<file path="src/rtl/mem_arb_pkg.sv">
// Shared encodings for the I/D memory port arbiter: FSM states, grant IDs
// and the full-word byte-enable constant.
package mem_arb_pkg;

  typedef enum logic [1:0] {
    ST_IDLE = 2'd0,
    ST_BUSY = 2'd1,
    ST_RESP = 2'd2
  } state_t;

  localparam logic GNT_I = 1'b0;
  localparam logic GNT_D = 1'b1;

  localparam logic [3:0] BE_ALL = 4'hF;

endpackage

</file>
<file path="src/rtl/mem_arb_timer.sv">
// Watchdog counter for an outstanding memory request; expired is raised
// combinationally once the count reaches TIMEOUT-1. No backpressure.
module mem_arb_timer
  import mem_arb_pkg::*;
#(
  parameter int TIMEOUT = 255
) (
  input  logic clk,
  input  logic reset,
  input  logic clr,
  input  logic en,
  output logic expired
);

  localparam logic [7:0] LIMIT = 8'(TIMEOUT - 1);

  logic [7:0] count;

  always_ff @(posedge clk) begin
    if (reset || clr) begin
      count <= '0;
    end else if (en) begin
      count <= count + 8'd1;
    end
  end

  assign expired = (count == LIMIT);

endmodule

</file>
<file path="src/rtl/mem_port_arbiter.sv">
// Round-robin share of one memory port between fetch (I) and load/store (D).
// Latency: grant +1, ack +1 after m_ack; requesters hold req until ack, watchdog aborts stuck requests.
module mem_port_arbiter
  import mem_arb_pkg::*;
#(
  parameter int             AW        = 32,
  parameter int             DW        = 32,
  parameter int             TIMEOUT   = 255,
  parameter logic [DW-1:0]  ERR_RDATA = '0
) (
  input  logic          clk,
  input  logic          reset,
  input  logic          i_req,
  input  logic [AW-1:0] i_addr,
  output logic [DW-1:0] i_rdata,
  output logic          i_ack,
  output logic          i_err,
  input  logic          d_req,
  input  logic          d_we,
  input  logic [AW-1:0] d_addr,
  input  logic [DW-1:0] d_wdata,
  input  logic [3:0]    d_be,
  output logic [DW-1:0] d_rdata,
  output logic          d_ack,
  output logic          d_err,
  output logic          m_req,
  output logic          m_we,
  output logic [AW-1:0] m_addr,
  output logic [DW-1:0] m_wdata,
  output logic [3:0]    m_be,
  input  logic [DW-1:0] m_rdata,
  input  logic          m_ack,
  output logic          grant_d,
  output logic          busy
);

  state_t        state, state_n;
  logic          last_grant, last_grant_n;
  logic          m_req_n, m_we_n;
  logic [AW-1:0] m_addr_n;
  logic [DW-1:0] m_wdata_n;
  logic [3:0]    m_be_n;
  logic [DW-1:0] i_rdata_n, d_rdata_n;
  logic          i_ack_n, i_err_n, d_ack_n, d_err_n;
  logic          pick_d;
  logic          tmr_clr, tmr_en, tmr_expired;

  mem_arb_timer #(.TIMEOUT(TIMEOUT)) u_timer (
    .clk     (clk),
    .reset   (reset),
    .clr     (tmr_clr),
    .en      (tmr_en),
    .expired (tmr_expired)
  );

  // D wins when it is the only requester or when I was served last.
  assign pick_d = d_req && (!i_req || (last_grant == GNT_I));

  always_comb begin
    state_n      = state;
    last_grant_n = last_grant;
    m_req_n      = m_req;
    m_we_n       = m_we;
    m_addr_n     = m_addr;
    m_wdata_n    = m_wdata;
    m_be_n       = m_be;
    i_rdata_n    = i_rdata;
    d_rdata_n    = d_rdata;
    i_ack_n      = 1'b0;
    i_err_n      = 1'b0;
    d_ack_n      = 1'b0;
    d_err_n      = 1'b0;
    tmr_clr      = 1'b0;
    tmr_en       = 1'b0;

    unique case (state)
      ST_IDLE: begin
        if (i_req || d_req) begin
          state_n = ST_BUSY;
          m_req_n = 1'b1;
          tmr_clr = 1'b1;
          if (pick_d) begin
            last_grant_n = GNT_D;
            m_we_n       = d_we;
            m_addr_n     = d_addr;
            m_wdata_n    = d_wdata;
            m_be_n       = d_we ? d_be : BE_ALL;
          end else begin
            last_grant_n = GNT_I;
            m_we_n       = 1'b0;
            m_addr_n     = i_addr;
            m_wdata_n    = '0;
            m_be_n       = BE_ALL;
          end
        end
      end

      ST_BUSY: begin
        tmr_en = 1'b1;
        // A real ack takes precedence over a watchdog abort in the same cycle.
        if (m_ack) begin
          state_n = ST_RESP;
          m_req_n = 1'b0;
          m_we_n  = 1'b0;
          if (last_grant == GNT_D) begin
            d_rdata_n = m_rdata;
            d_ack_n   = 1'b1;
          end else begin
            i_rdata_n = m_rdata;
            i_ack_n   = 1'b1;
          end
        end else if (tmr_expired) begin
          state_n = ST_RESP;
          m_req_n = 1'b0;
          if (last_grant == GNT_D) begin
            d_rdata_n = ERR_RDATA;
            d_ack_n   = 1'b1;
            d_err_n   = 1'b1;
          end else begin
            i_rdata_n = ERR_RDATA;
            i_ack_n   = 1'b1;
            i_err_n   = 1'b1;
          end
        end
      end

      ST_RESP: begin
        state_n = ST_IDLE;
      end

      default: begin
        state_n = ST_IDLE;
      end
    endcase
  end

  always_ff @(posedge clk) begin
    if (reset) begin
      state      <= ST_IDLE;
      last_grant <= GNT_I;
      m_req      <= 1'b0;
      m_we       <= 1'b0;
      m_addr     <= '0;
      m_wdata    <= '0;
      m_be       <= '0;
      i_rdata    <= '0;
      d_rdata    <= '0;
      i_ack      <= 1'b0;
      i_err      <= 1'b0;
      d_ack      <= 1'b0;
      d_err      <= 1'b0;
    end else begin
      state      <= state_n;
      last_grant <= last_grant_n;
      m_req      <= m_req_n;
      m_we       <= m_we_n;
      m_addr     <= m_addr_n;
      m_wdata    <= m_wdata_n;
      m_be       <= m_be_n;
      i_rdata    <= i_rdata_n;
      d_rdata    <= d_rdata_n;
      i_ack      <= i_ack_n;
      i_err      <= i_err_n;
      d_ack      <= d_ack_n;
      d_err      <= d_err_n;
    end
  end

  assign grant_d = last_grant;
  assign busy    = (state != ST_IDLE);

endmodule
</file>
<file path="config.mk">
export PLATFORM = sky130hd
export DESIGN_NAME = mem_port_arbiter
export DESIGN_NICKNAME = d
export VERILOG_FILES = /design/src/rtl/mem_arb_pkg.sv /design/src/rtl/mem_arb_timer.sv /design/src/rtl/mem_port_arbiter.sv
export SDC_FILE = /design/constraint.sdc
export NUM_CORES = 1
export LEC_CHECK = 0
export CAP_MARGIN = 15
export CORE_ASPECT_RATIO = 0.9
export CORE_UTILIZATION = 42
export CTS_CLUSTER_SIZE = 30
export DETAILED_ROUTE_END_ITERATION = 8
export PLACE_DENSITY = 0.81
export SLEW_MARGIN = 25
export SYNTH_ARGS = -nofsm -noshare
export SYNTH_HDL_FRONTEND = slang
export SYNTH_HIERARCHICAL = 1
export SYNTH_SLANG_ARGS = --single-unit
export TNS_END_PERCENT = 30
</file>
<file path="constraint.sdc">
create_clock -name clk -period 2.04 [get_ports clk]
set_input_delay 0.204 -clock clk [delete_from_list [all_inputs] [get_ports clk]]
set_output_delay 0.204 -clock clk [all_outputs]
set_load 0.02 [all_outputs]
</file>
# ---- Word level (Yosys, flattened, before mapping)
# Index checks and enable logic that the tools add are counted.
# Widths: inputs -> output; s select.
dict set report totals {
  register_bits 149
  input_bits 138
  out_inout_bits 140
}
dict set report op_classes {
  eq_ne 5
  bitwise_logic 2
  reduce_logical 17
  n_mux 34
  addsub 1
}
# op count
set ops {}
lappend ops {{$mux 32} 10}
lappend ops {{$mux 1} 16}
lappend ops {{$reduce_and 3->1} 4}
lappend ops {{$add 8x1->8 const B} 1}
lappend ops {{$eq 8x8->1 const B} 1}
lappend ops {{$mux 4} 2}
lappend ops {{$mux 2} 3}
lappend ops {{$reduce_bool 2->1} 3}
lappend ops {{$ne 2x2->1 const B} 2}
lappend ops {{$pmux 1 s2} 2}
lappend ops {{$pmux 2 s2} 1}
lappend ops {{$reduce_and 2->1} 2}
lappend ops {{$logic_or 1x1->1} 3}
lappend ops {{$ne 3x3->1 const B} 1}
lappend ops {{$reduce_or 3->1} 1}
lappend ops {{$eq 2x1->1 const B} 1}
lappend ops {{$logic_not 2->1} 1}
lappend ops {{$not 1->1} 2}
lappend ops {{$reduce_or 2->1} 1}
lappend ops {{$logic_and 1x1->1} 1}
lappend ops {{$logic_not 1->1} 1}

# ---- Logic depth before layout (Yosys ltp)
# Gate-level depths: netlist of the first run.
dict set report logic_depth {
  ltp_word 6
  ltp_mapped 9
  mapped_depth_nobuf 7
}

# ---- Cells and area by module
# The synthesis of the first run kept the hierarchy.
# mod area_per_inst_um2 instances cells_per_inst
set modules_own_cells {}
lappend modules_own_cells {mem_port_arbiter 5798.1 1 635}
lappend modules_own_cells {mem_arb_timer 369.1 1 42}

# ---- Worst setup path before layout of the first run
# OpenSTA, ideal clock, no wires.
dict set report synth_timing {
  path_kind {register -> register}
  startpoint {register u_timer.count[0]}
  endpoint {register i_rdata[1]}
  setup_ns 0.116
  t_required_ns 1.924
  path_buffers 2
  path_slack_ns 0.186
  arrival_ns 1.739
  path_stages_with_launch 10
  cell_sequence {dfxtp_1 -> inv_1 -> ha_1 -> nand2_1 -> nor3_1 -> nor2_4 -> or3_1 -> buf_2 -> buf_6 -> a31o_1}
}
dict set report synth_via {
  elab_chain_len 3
}
# element line_no
set synth_rtl {}
lappend synth_rtl {{start: declaration} mem_arb_timer.sv:17} ;# logic [7:0] count;
lappend synth_rtl {{start signal: assignment} mem_arb_timer.sv:23} ;# count <= count + 8'd1;
lappend synth_rtl {{$eq 8x8->1} mem_arb_timer.sv:27} ;# assign expired = (count == LIMIT);
lappend synth_rtl {{named net tmr_expired} mem_port_arbiter.sv:46} ;# logic tmr_clr, tmr_en, tmr_expired;
lappend synth_rtl {{$reduce_bool 2->1 (no line)} -}
lappend synth_rtl {{$reduce_and 3->1 (no line)} -}
lappend synth_rtl {{end signal: assignment} mem_port_arbiter.sv:160} ;# i_rdata <= i_rdata_n;
lappend synth_rtl {{end: declaration} mem_port_arbiter.sv:15} ;# output logic [DW-1:0] i_rdata,
# The timed path passes the listed nets, and every way through them passes these cells.
# A chain may end at the register's enable or synchronous reset.

# ---- Worst setup path after layout of the first run
dict set report layout_timing {
  startpoint {register state[1]}
  endpoint {output busy}
}
dict set report layout_via {
  elab_chain_len 1
}
# element line_no
set layout_rtl {}
lappend layout_rtl {{start: declaration} mem_port_arbiter.sv:37} ;# state_t state, state_n;
lappend layout_rtl {{start signal: assignment} mem_port_arbiter.sv:153} ;# state <= state_n;
lappend layout_rtl {{$reduce_bool 2->1} mem_port_arbiter.sv:170} ;# assign busy = (state != ST_IDLE);
lappend layout_rtl {{end: declaration} mem_port_arbiter.sv:34} ;# output logic busy
# No other way between the ends.

==> flow_metrics.tcl, run 1 <==
set metrics [dict create \
    status "finished clean" \
    p_int_uw 5900 \
    dr.pass1.iters 5 \
    timing.fmax_ghz 0.534 \
    core.rowCount 41 \
    yosys.area.top_type "dfxtp_1" \
    cp-end-kind "output pin" \
    finalHoldViolations 0 \
    setup_viol 0 \
    synth_edf_count 0 \
    postCtsHoldBufs 0 \
    grt_antenna_before_repair 0 \
    combPwrFrac 0.185 \
    layout_common_cells "clkdlybuf4s50_1 (276), dfxtp_1 (149), nand2_1 (102)" \
    leakagePower_uw 0.00363 \
    cts_root_buf "clkbuf_16" \
    path_clk_slew_ns 0.06 \
    synth.avg_cell_area_um2 9.11 \
    cts_tree "done" \
    drv_cap 0 \
    fin_setup_tns_ns 0 \
    dp_slack_ns 0.180 \
    drtIter0Drc 450 \
    worst-setup-path-type "flop to output pin" \
    postCtsSetupRepairBufs 0 \
    drv_slew 0 \
    cts.repair.resized 0 \
    power.clock.fraction 0.416 \
    dieArea_um2 15200 \
    yosysSeqAreaShare 0.484 \
    cellPowerDensity_nw_per_um2 818 \
    p_switching_uw 2020 \
    drc 0 \
    area_growth_pct 56.9 \
    grt_start_max_net_pins 68 \
    yosysWarnings 6 \
    gp_congestion 0.787 \
    num_vias 6167 \
    postSynth.asyncResetShare 0 \
    cp-start-kind "flop" \
    mostFrequentLayoutCell "clkdlybuf4s50_1" \
    clock-sinks 149 \
    p_seq_frac 0.398 \
    initial_core_util 0.436 \
    wl_per_cell_um 17.5 \
    hold_class "input port to flop" \
    arrival_ns 1.67 \
    synth_flop_cell "dfxtp_1" \
    cts_buffers 17 \
    syn-cell-area_um2 6170 \
    layout.nets 1062 \
    ir_drop_mv 0.809 \
    io_pins 278 \
    drive_above_1_share 0.0792 \
    setup_slack_ns 0.169 \
    synth_top_area_frac 0.484 \
    relSlewSlack 0.662 \
    critPathMaxFanout 7 \
    io_buffer_count 277 \
    clock_path_buffers 2 \
    cp_data_required_time_ns 1.84 \
    synthesis.instances 677 \
    h-tree-depth 4 \
    dp_hpwl_um 13100 \
    dieWidth_um 130 \
    ant_nets 0 \
    via_per_inst 5.47 \
    synthTopCellsByArea "dfxtp_1 (48%), nand2_1 (6.2%), a21oi_1 (5.8%)" \
    fin_crit_sh 0.917 \
    netSwitchingFraction 0.256 \
    coreArea_um2 14200 \
    yosysUniqueCellTypes 41 \
    synth_seq_cells 149 \
    grt_pass1_wl_um 29700 \
    wl_um 19700 \
    tightest_slew_ns 0.508 \
    grt_pass1_vias 5716 \
    grt_use_total 0.251 \
    grt_setup_unrepaired "false" \
    insertion_delay_ns 0.41 \
    n_antenna_cell 0 \
    syn_nets 817 \
    grt_overflow_total 0 \
    dieHeight_um 117 \
    finClkSkew_ns 0.00760 \
    final.min_clock_period_ns 1.87 \
]
-- cell type report --
class | count | area, um^2
Fill cell | 1161 | 4480
Timing Repair Buffer | 302 | 3020
Sequential cell | 149 | 2980
Multi-Input combinational cell | 446 | 2780
Clock buffer | 25 | 515
Tap cell | 193 | 241
Clock inverter | 6 | 114
Inverter | 6 | 22.5
-- per-stage QoR --
step,std cells,area [um^2],utilization,power [uW],hold slack (ns)
after floorplan,677,6170,-,3940,0.364
after detailed placement,1096,9050,0.639,4670,0.451
after global placement,1096,9050,0.639,4660,0.444
after CTS,1127,9680,0.684,7970,0.283
after global routing,1127,9680,0.684,8220,0.310
final,1127,9680,0.684,7920,0.298
-- worst max-delay path: stages, from the launching register on --
cell	delay, ns
dfxtp_1	0.33
nor2_4	0.21
inv_1	0.15
clkdlybuf4s50_1	0.56
-- path summary, 6_finish.rpt --
check | from | end | slack [ns] | cells past startpoint
max | state[1]$_SDFFE_PP0P_ | busy | 0.17 | 3
min | reset | m_req$_SDFFE_PP0P_ | 0.30 | 2
max reg2reg | u_timer/count[2]$_SDFFE_PP0P_ | i_rdata[31]$_SDFFE_PP0P_ | 0.19 | 7
min reg2reg | d_rdata[3]$_SDFFE_PP0P_ | d_rdata[3]$_SDFFE_PP0P_ | 0.46 | 2
-- cells by family (layout without fill, tap and decap cells) --
family,count (synthesis),count (layout),share of synthesized area
flops,149,149,0.484
buf+inv,82,339,0.0659
simple gates,228,228,0.195
xor+xnor,4,4,0.00568
fa+ha+maj,2,2,0.00406
compound gates,180,180,0.193
mux,32,32,0.0519
-- synthesized netlist by cell type (all sizes together), types with 5 or more instances --
cell and n:
nand4 34, nor2 10, nand2 103, inv 6, buf 31, dfxtp 149
a21oi 71, nor4 33, a311oi 32, a31o 32, nand3b 33, mux2i 32
nand3 5, o21ai 36, clkbuf 45
-- power by group through the flow --
stage	registers (uW)	logic, uW	clock network, uW
floorplan	3390	557	0
global placement	3210	1450	0
detailed placement	3210	1460	0
CTS	3150	1470	3350
global route	3170	1570	3490
finish	3150	1470	3300
-- state kept, by name, indices dropped and copies added, names as in the netlist, 2 cells and up --
name           cells
d_rdata           32
i_rdata           32
m_addr            32
m_be               4
m_wdata           32
state              2
u_timer/count      8
-- layer usage --
metal	share of wire	vias to the layer above	global-route usage
met1	0.42	2927	0.313
met5	0	-	0
met3	0.068	35	0.0768
met4	0.025	0	0.0930
met2	0.48	215	0.410
li1	-	2990	-
No activity file was read; power rests on OpenSTA's default activity.
==> run 2: changes to the inputs <==
--- a/config.mk
+++ b/config.mk
@@ -6,11 +6,13 @@
 export NUM_CORES = 1
 export LEC_CHECK = 0
 export CAP_MARGIN = 15
+export CELL_PAD_IN_SITES_DETAIL_PLACEMENT = 1
+export CELL_PAD_IN_SITES_GLOBAL_PLACEMENT = 1
 export CORE_ASPECT_RATIO = 0.9
-export CORE_UTILIZATION = 42
+export CORE_UTILIZATION = 30
 export CTS_CLUSTER_SIZE = 30
 export DETAILED_ROUTE_END_ITERATION = 8
-export PLACE_DENSITY = 0.81
+export PLACE_DENSITY_LB_ADDON = 0.1
 export SLEW_MARGIN = 25
 export SYNTH_ARGS = -nofsm -noshare
 export SYNTH_HDL_FRONTEND = slang
==> run 2 against run 1 <==
  * Flip-flop and latch count unchanged
  * Cell area increased by 1.3%
  * First-iteration DRC count shrank 42%
  * Via count rose by 1.1%
  * Combinational power is 3% higher
  * Utilization down 19 points
  * Wire length grew 17%
  * Highest routed layer unchanged
  * Register-to-register slack got worse by 0.11 ns
==> flow_metrics.tcl, run 2 (synthesis results as in run 1) <==
set metrics [dict create \
    layout.nets 1063 \
    drv_slew 0 \
    ir_drop_mv 0.595 \
    grt_overflow_total 0 \
    dr.pass1.iters 4 \
    setup_viol 0 \
    wl_um 23100 \
    mostFrequentLayoutCell "clkdlybuf4s50_1" \
    hold_class "input port to flop" \
    clock-sinks 149 \
    wl_per_cell_um 19.4 \
    cellPowerDensity_nw_per_um2 820 \
    grt_antenna_before_repair 0 \
    finalHoldViolations 0 \
    combPwrFrac 0.188 \
    leakagePower_uw 0.00364 \
    core.rowCount 49 \
    drc 0 \
    critPathMaxFanout 29 \
    io_pins 278 \
    io_buffer_count 277 \
    cp-start-kind "flop" \
    area_growth_pct 58.9 \
    postCtsHoldBufs 0 \
    min_to "m_addr[15]$_SDFFE_PP0P_" \
    netSwitchingFraction 0.273 \
    clock_path_buffers 2 \
    fin_setup_tns_ns 0 \
    power_uw 8040 \
    drive_above_1_share 0.0865 \
    h-tree-depth 4 \
    relSlewSlack 0.575 \
    hold_slack_ns 0.364 \
    via_per_inst 5.24 \
    drtIter0Drc 261 \
    n_antenna_cell 0 \
    p_seq_frac 0.393 \
    ant_nets 0 \
    dieWidth_um 153 \
    cts_buffers 17 \
    status "finished clean" \
    final.min_clock_period_ns 1.96 \
    dieHeight_um 138 \
    power.clock.fraction 0.419 \
    timing.fmax_ghz 0.510 \
    cts_tree "done" \
    arrival_ns 2.27 \
    cp-end-kind "flop" \
    r2r_slack_ns 0.08 \
    path_clk_slew_ns 0.06 \
    drv_cap 0 \
    grt_pass1_vias 6568 \
    worst-setup-path-type "flop to flop" \
    p_int_uw 5850 \
    fin_crit_sh 0.962 \
    insertion_delay_ns 0.42 \
    gp_congestion 0.764 \
    tightest_slew_ns 0.636 \
    layout_common_cells "clkdlybuf4s50_1 (276), dfxtp_1 (148), nand2_1 (102)" \
    cp_data_required_time_ns 2.35 \
    dp_hpwl_um 15700 \
    grt_use_total 0.216 \
    p_switching_uw 2190 \
    coreArea_um2 20000 \
    whs_path_depth 3 \
    r2r-end "i_rdata[31]$_SDFFE_PP0P_" \
    cts_root_buf "clkbuf_16" \
    dieArea_um2 21100 \
    reg2reg_depth 7 \
    initial_core_util 0.308 \
    min-delay-start "i_addr[15]" \
    num_vias 6235 \
    grt_pass1_wl_um 36300 \
    postCtsSetupRepairBufs 0 \
    reg2reg_from "u_timer/count[2]$_SDFFE_PP0P_" \
    finClkSkew_ns 0.0131 \
    grt_start_max_net_pins 59 \
]
## run 2: worst max-delay path by stage
stage                     slack [ns]  cells after the start                        to                     startpoint
after CTS                       0.09                      7   i_rdata[0]$_SDFFE_PP0P_  u_timer/count[2]$_SDFFE_PP0P_
after global placement         -0.08                      4         m_we$_SDFFE_PP0P_                          d_req
final                           0.08                      7  i_rdata[31]$_SDFFE_PP0P_  u_timer/count[2]$_SDFFE_PP0P_
after global routing           -0.03                      7   i_rdata[0]$_SDFFE_PP0P_  u_timer/count[2]$_SDFFE_PP0P_
after floorplan                 0.19                      9   i_rdata[1]$_SDFFE_PP0P_  u_timer/count[0]$_SDFFE_PP0P_
after detailed placement       -0.09                      4         m_we$_SDFFE_PP0P_                          d_req
## run 2: cell type report
| class | instances | area, um^2 |
|---|---|---|
| sequential | 149 | 2980 |
| inverter | 6 | 22.5 |
| multi-input combinational | 446 | 2800 |
| timing repair buffer | 303 | 3050 |
| fill | 2233 | 10200 |
| tap | 255 | 319 |
| clock buffer | 18 | 429 |
| clock inverter | 14 | 200 |
## run 2: per-layer routing
metal | track usage | vias to the layer above | routed length [um]
met5 | 0 | - | 0
met4 | 0.0601 | 0 | 403
met3 | 0.0781 | 24 | 1600
met2 | 0.359 | 190 | 11000
met1 | 0.263 | 3037 | 10100
li1 | - | 2984 | -
## run 2: worst max-delay path, cell delays in order, from the launching register on
cell and delay [ns]:
dfxtp_1 0.39, nand3_2 0.16, nor3_2 0.22, buf_4 0.15
nor2_4 0.04, or3_1 0.43, buf_12 0.22, a31o_2 0.25
## run 2: power by group through the flow
stage / clock network [uW] / logic, uW / registers, uW
final: 3370 / 1510 / 3160
after global routing: 3570 / 1610 / 3180
after CTS: 3450 / 1520 / 3160
after detailed placement: 0 / 1510 / 3220
after global placement: 0 / 1480 / 3220
after floorplan: 0 / 557 / 3390
## run 2: repair_timing
| item | in CTS | in global routing |
|---|---|---|
| setup endpoints to repair | 0 | 61 |
| hold endpoints to repair | 0 | 0 |
| resized for setup | 0 | 3 |
## run 2: through the flow
step,utilization,setup slack (ns),cells,instance area (um^2)
after floorplan,-,0.186,677,6170
after global placement,0.457,-0.0774,1159,9150
after detailed placement,0.457,-0.0895,1159,9150
after CTS,0.488,0.0851,1191,9780
after global routing,0.489,-0.0254,1191,9800
final,0.489,0.0774,1191,9800
==> run 3: changes to the inputs <==
--- a/config.mk
+++ b/config.mk
@@ -5,11 +5,13 @@
 export SDC_FILE = /design/constraint.sdc
 export NUM_CORES = 1
 export LEC_CHECK = 0
+export ABC_AREA = 1
 export CAP_MARGIN = 15
 export CELL_PAD_IN_SITES_DETAIL_PLACEMENT = 1
 export CELL_PAD_IN_SITES_GLOBAL_PLACEMENT = 1
 export CORE_ASPECT_RATIO = 0.9
 export CORE_UTILIZATION = 30
+export CTS_BUF_LIST = sky130_fd_sc_hd__clkbuf_8
 export CTS_CLUSTER_SIZE = 30
 export DETAILED_ROUTE_END_ITERATION = 8
 export PLACE_DENSITY_LB_ADDON = 0.1
==> run 3 against run 2 <==
  * Sequential power up 1%
  * Critical endpoint is now busy
  * Utilization decreased by 1.9 points
  * Synthesized cell count grew 57%
  * First-iteration DRC count increased by 23%
  * Worst hold slack got worse by 0.26 ns
  * Register-to-register slack improved by 0.16 ns
  * Die area grew 10%
  * Flip-flop and latch count unchanged
  * Non-clock buffer count is 7 lower
  * Critical path depth shrank 4
  * Wire length is 2.3% lower
==> flow_metrics.tcl, run 3 <==
set metrics [dict create \
    wl_um 22500 \
    cts_tree "done" \
    synth_top_area_frac 0.438 \
    clock-sinks 149 \
    postCtsHoldBufs 0 \
    yosysUniqueCellTypes 20 \
    arrival_ns 1.72 \
    dp_hpwl_um 15700 \
    finalHoldViolations 0 \
    drtIter0Drc 322 \
    worst-setup-path-type "flop to output pin" \
    synth.avg_cell_area_um2 6.42 \
    hold_class "input port to flop" \
    dp.cells 1582 \
    cp_slowest_stage_delay_ns 0.68 \
    dieWidth_um 161 \
    grt_setup_unrepaired "false" \
    coreArea_um2 22000 \
    drc 0 \
    final.min_clock_period_ns 1.93 \
    final_core_util 0.470 \
    yosysWarnings 6 \
    postSynth.asyncResetShare 0 \
    ant_nets 0 \
    layout.nets 1450 \
    cts_buffers 17 \
    grt_pass1_vias 7232 \
    setup_slack_ns 0.112 \
    ir_drop_mv 0.338 \
    synth_flop_cell "dfxtp_1" \
    cp-end-kind "output pin" \
    gp_congestion 0.763 \
    num_vias 7164 \
    layout_common_cells "nand2_1 (279), clkdlybuf4s50_1 (276), nor2_1 (216)" \
    initial_core_util 0.310 \
    synth_most_common_cell "nand2_1" \
    cp_data_required_time_ns 1.84 \
    path_buf_inv 2 \
    path_clk_slew_ns 0.09 \
    setup_viol 0 \
    tightest_slew_ns 0.484 \
    synthesis.instances 1060 \
    grt_use_total 0.196 \
    fin_setup_tns_ns 0 \
    area_growth_pct 51.4 \
    io_pins 278 \
    finClkSkew_ns 0.0185 \
    drive_above_1_share 0.0477 \
    grt_antenna_before_repair 2 \
    timing.fmax_ghz 0.519 \
    syn_nets 1200 \
    grt_pass1_wl_um 36500 \
    synthTopCellsByArea "dfxtp_1 (44%), nand2_1 (15%), nor2_1 (12%)" \
    clock_path_buffers 2 \
    dieArea_um2 23300 \
    cp-start-kind "flop" \
    cp_slowest_cell "clkdlybuf4s50_1" \
    cts_root_buf "clkbuf_8" \
    via_per_inst 4.44 \
    mostFrequentLayoutCell "nand2_1" \
    postCtsSetupRepairBufs 0 \
    dp_slack_ns 0.199 \
    critPathMaxFanout 3 \
    power_uw 7470 \
    insertion_delay_ns 0.45 \
    core.rowCount 51 \
    synth_edf_count 0 \
    cellPowerDensity_nw_per_um2 725 \
    layoutNonFillerInstCount 1614 \
    wl_per_cell_um 14.0 \
    grt_start_max_net_pins 101 \
    h-tree-depth 4 \
    dr.pass1.iters 4 \
    grt_overflow_total 0 \
    syn-cell-area_um2 6810 \
    dieHeight_um 145 \
    fin_crit_sh 0.945 \
    yosys.area.top_type "dfxtp_1" \
    relSlewSlack 0.677 \
    worstPathCellList "inv_2 -> nand2_2 -> clkdlybuf4s50_1" \
    io_buffer_count 277 \
    drv_slew 0 \
    critPathTopFamily "buffers and inverters" \
    synthTopCellsByCount "nand2_1 (279), nor2_1 (216), dfxtp_1 (149), inv_1 (146), a21oi_1 (73)" \
    drv_cap 0 \
    cts.repair.resized 0 \
    leakagePower_uw 0.00454 \
    synth_seq_cells 149 \
    yosysSeqAreaShare 0.438 \
    status "finished clean" \
]
run 3: cell count changes after synthesis, sizes merged, moves of 33 or more:
cell    before  now
nand3        5   69
nand2      103  283
inv          6  150
nor4        33    0
nand3b      33    0
nor2        10  222
run 3: worst reg2reg max path: cells and delay by family (launching register included):
kind / cells / cell delay [ns]
and+or+nand+nor: 7 / 0.80
DFF: 1 / 0.36
adders and majority gates: 1 / 0.14
buffers and inverters: 4 / 0.46
run 3: stage by stage:
step | area (um^2) | hold WS [ns]
floorplan | 6810 | 0.397
global placement | 9890 | 0.453
detailed placement | 9890 | 0.460
CTS | 10300 | 0.0844
global route | 10300 | 0.0821
finish | 10300 | 0.0994
run 3: report_power, final:
group | switching, uW | internal (uW)
registers | 100 | 3100
clock network | 1190 | 1270
logic | 980 | 827
total | 2270 | 5200
run 3: final timing paths:
kind	slack (ns)	cells after the start	start	endpoint
hold / removal	0.1	2	reset	state[1]$_SDFFE_PP0P_
setup reg to reg	0.24	12	u_timer/count[0]$_SDFFE_PP0P_	i_rdata[15]$_SDFFE_PP0P_
setup / recovery	0.11	3	state[1]$_SDFFE_PP0P_	busy
hold reg to reg	0.47	2	m_wdata[2]$_SDFFE_PP0P_	m_wdata[2]$_SDFFE_PP0P_
run 3: final cells by class:
type	instances	area (um^2)
fillers	2796	11600
repair buffers	296	3040
flip-flops and latches	149	2980
multi-input cells	696	2950
inverters	150	563
well taps	291	364
clock buffers	19	262
clock inverters	12	154
diodes	1	2.50
run 3: logic make-up after synthesis:
family / after synthesis / synth area share
simple gates: 581 / 0.345
fa+ha+maj: 2 / 0.00367
buf+inv: 215 / 0.131
flops: 149 / 0.438
compound gates: 113 / 0.0831
run 3: per-layer routing:
metal / GRT usage / vias up / share of wire
met5: 0 / - / 0
met4: 0.0585 / 0 / 0.016
met3: 0.0760 / 20 / 0.081
met2: 0.336 / 162 / 0.48
met1: 0.223 / 3295 / 0.43
li1: - / 3687 / -
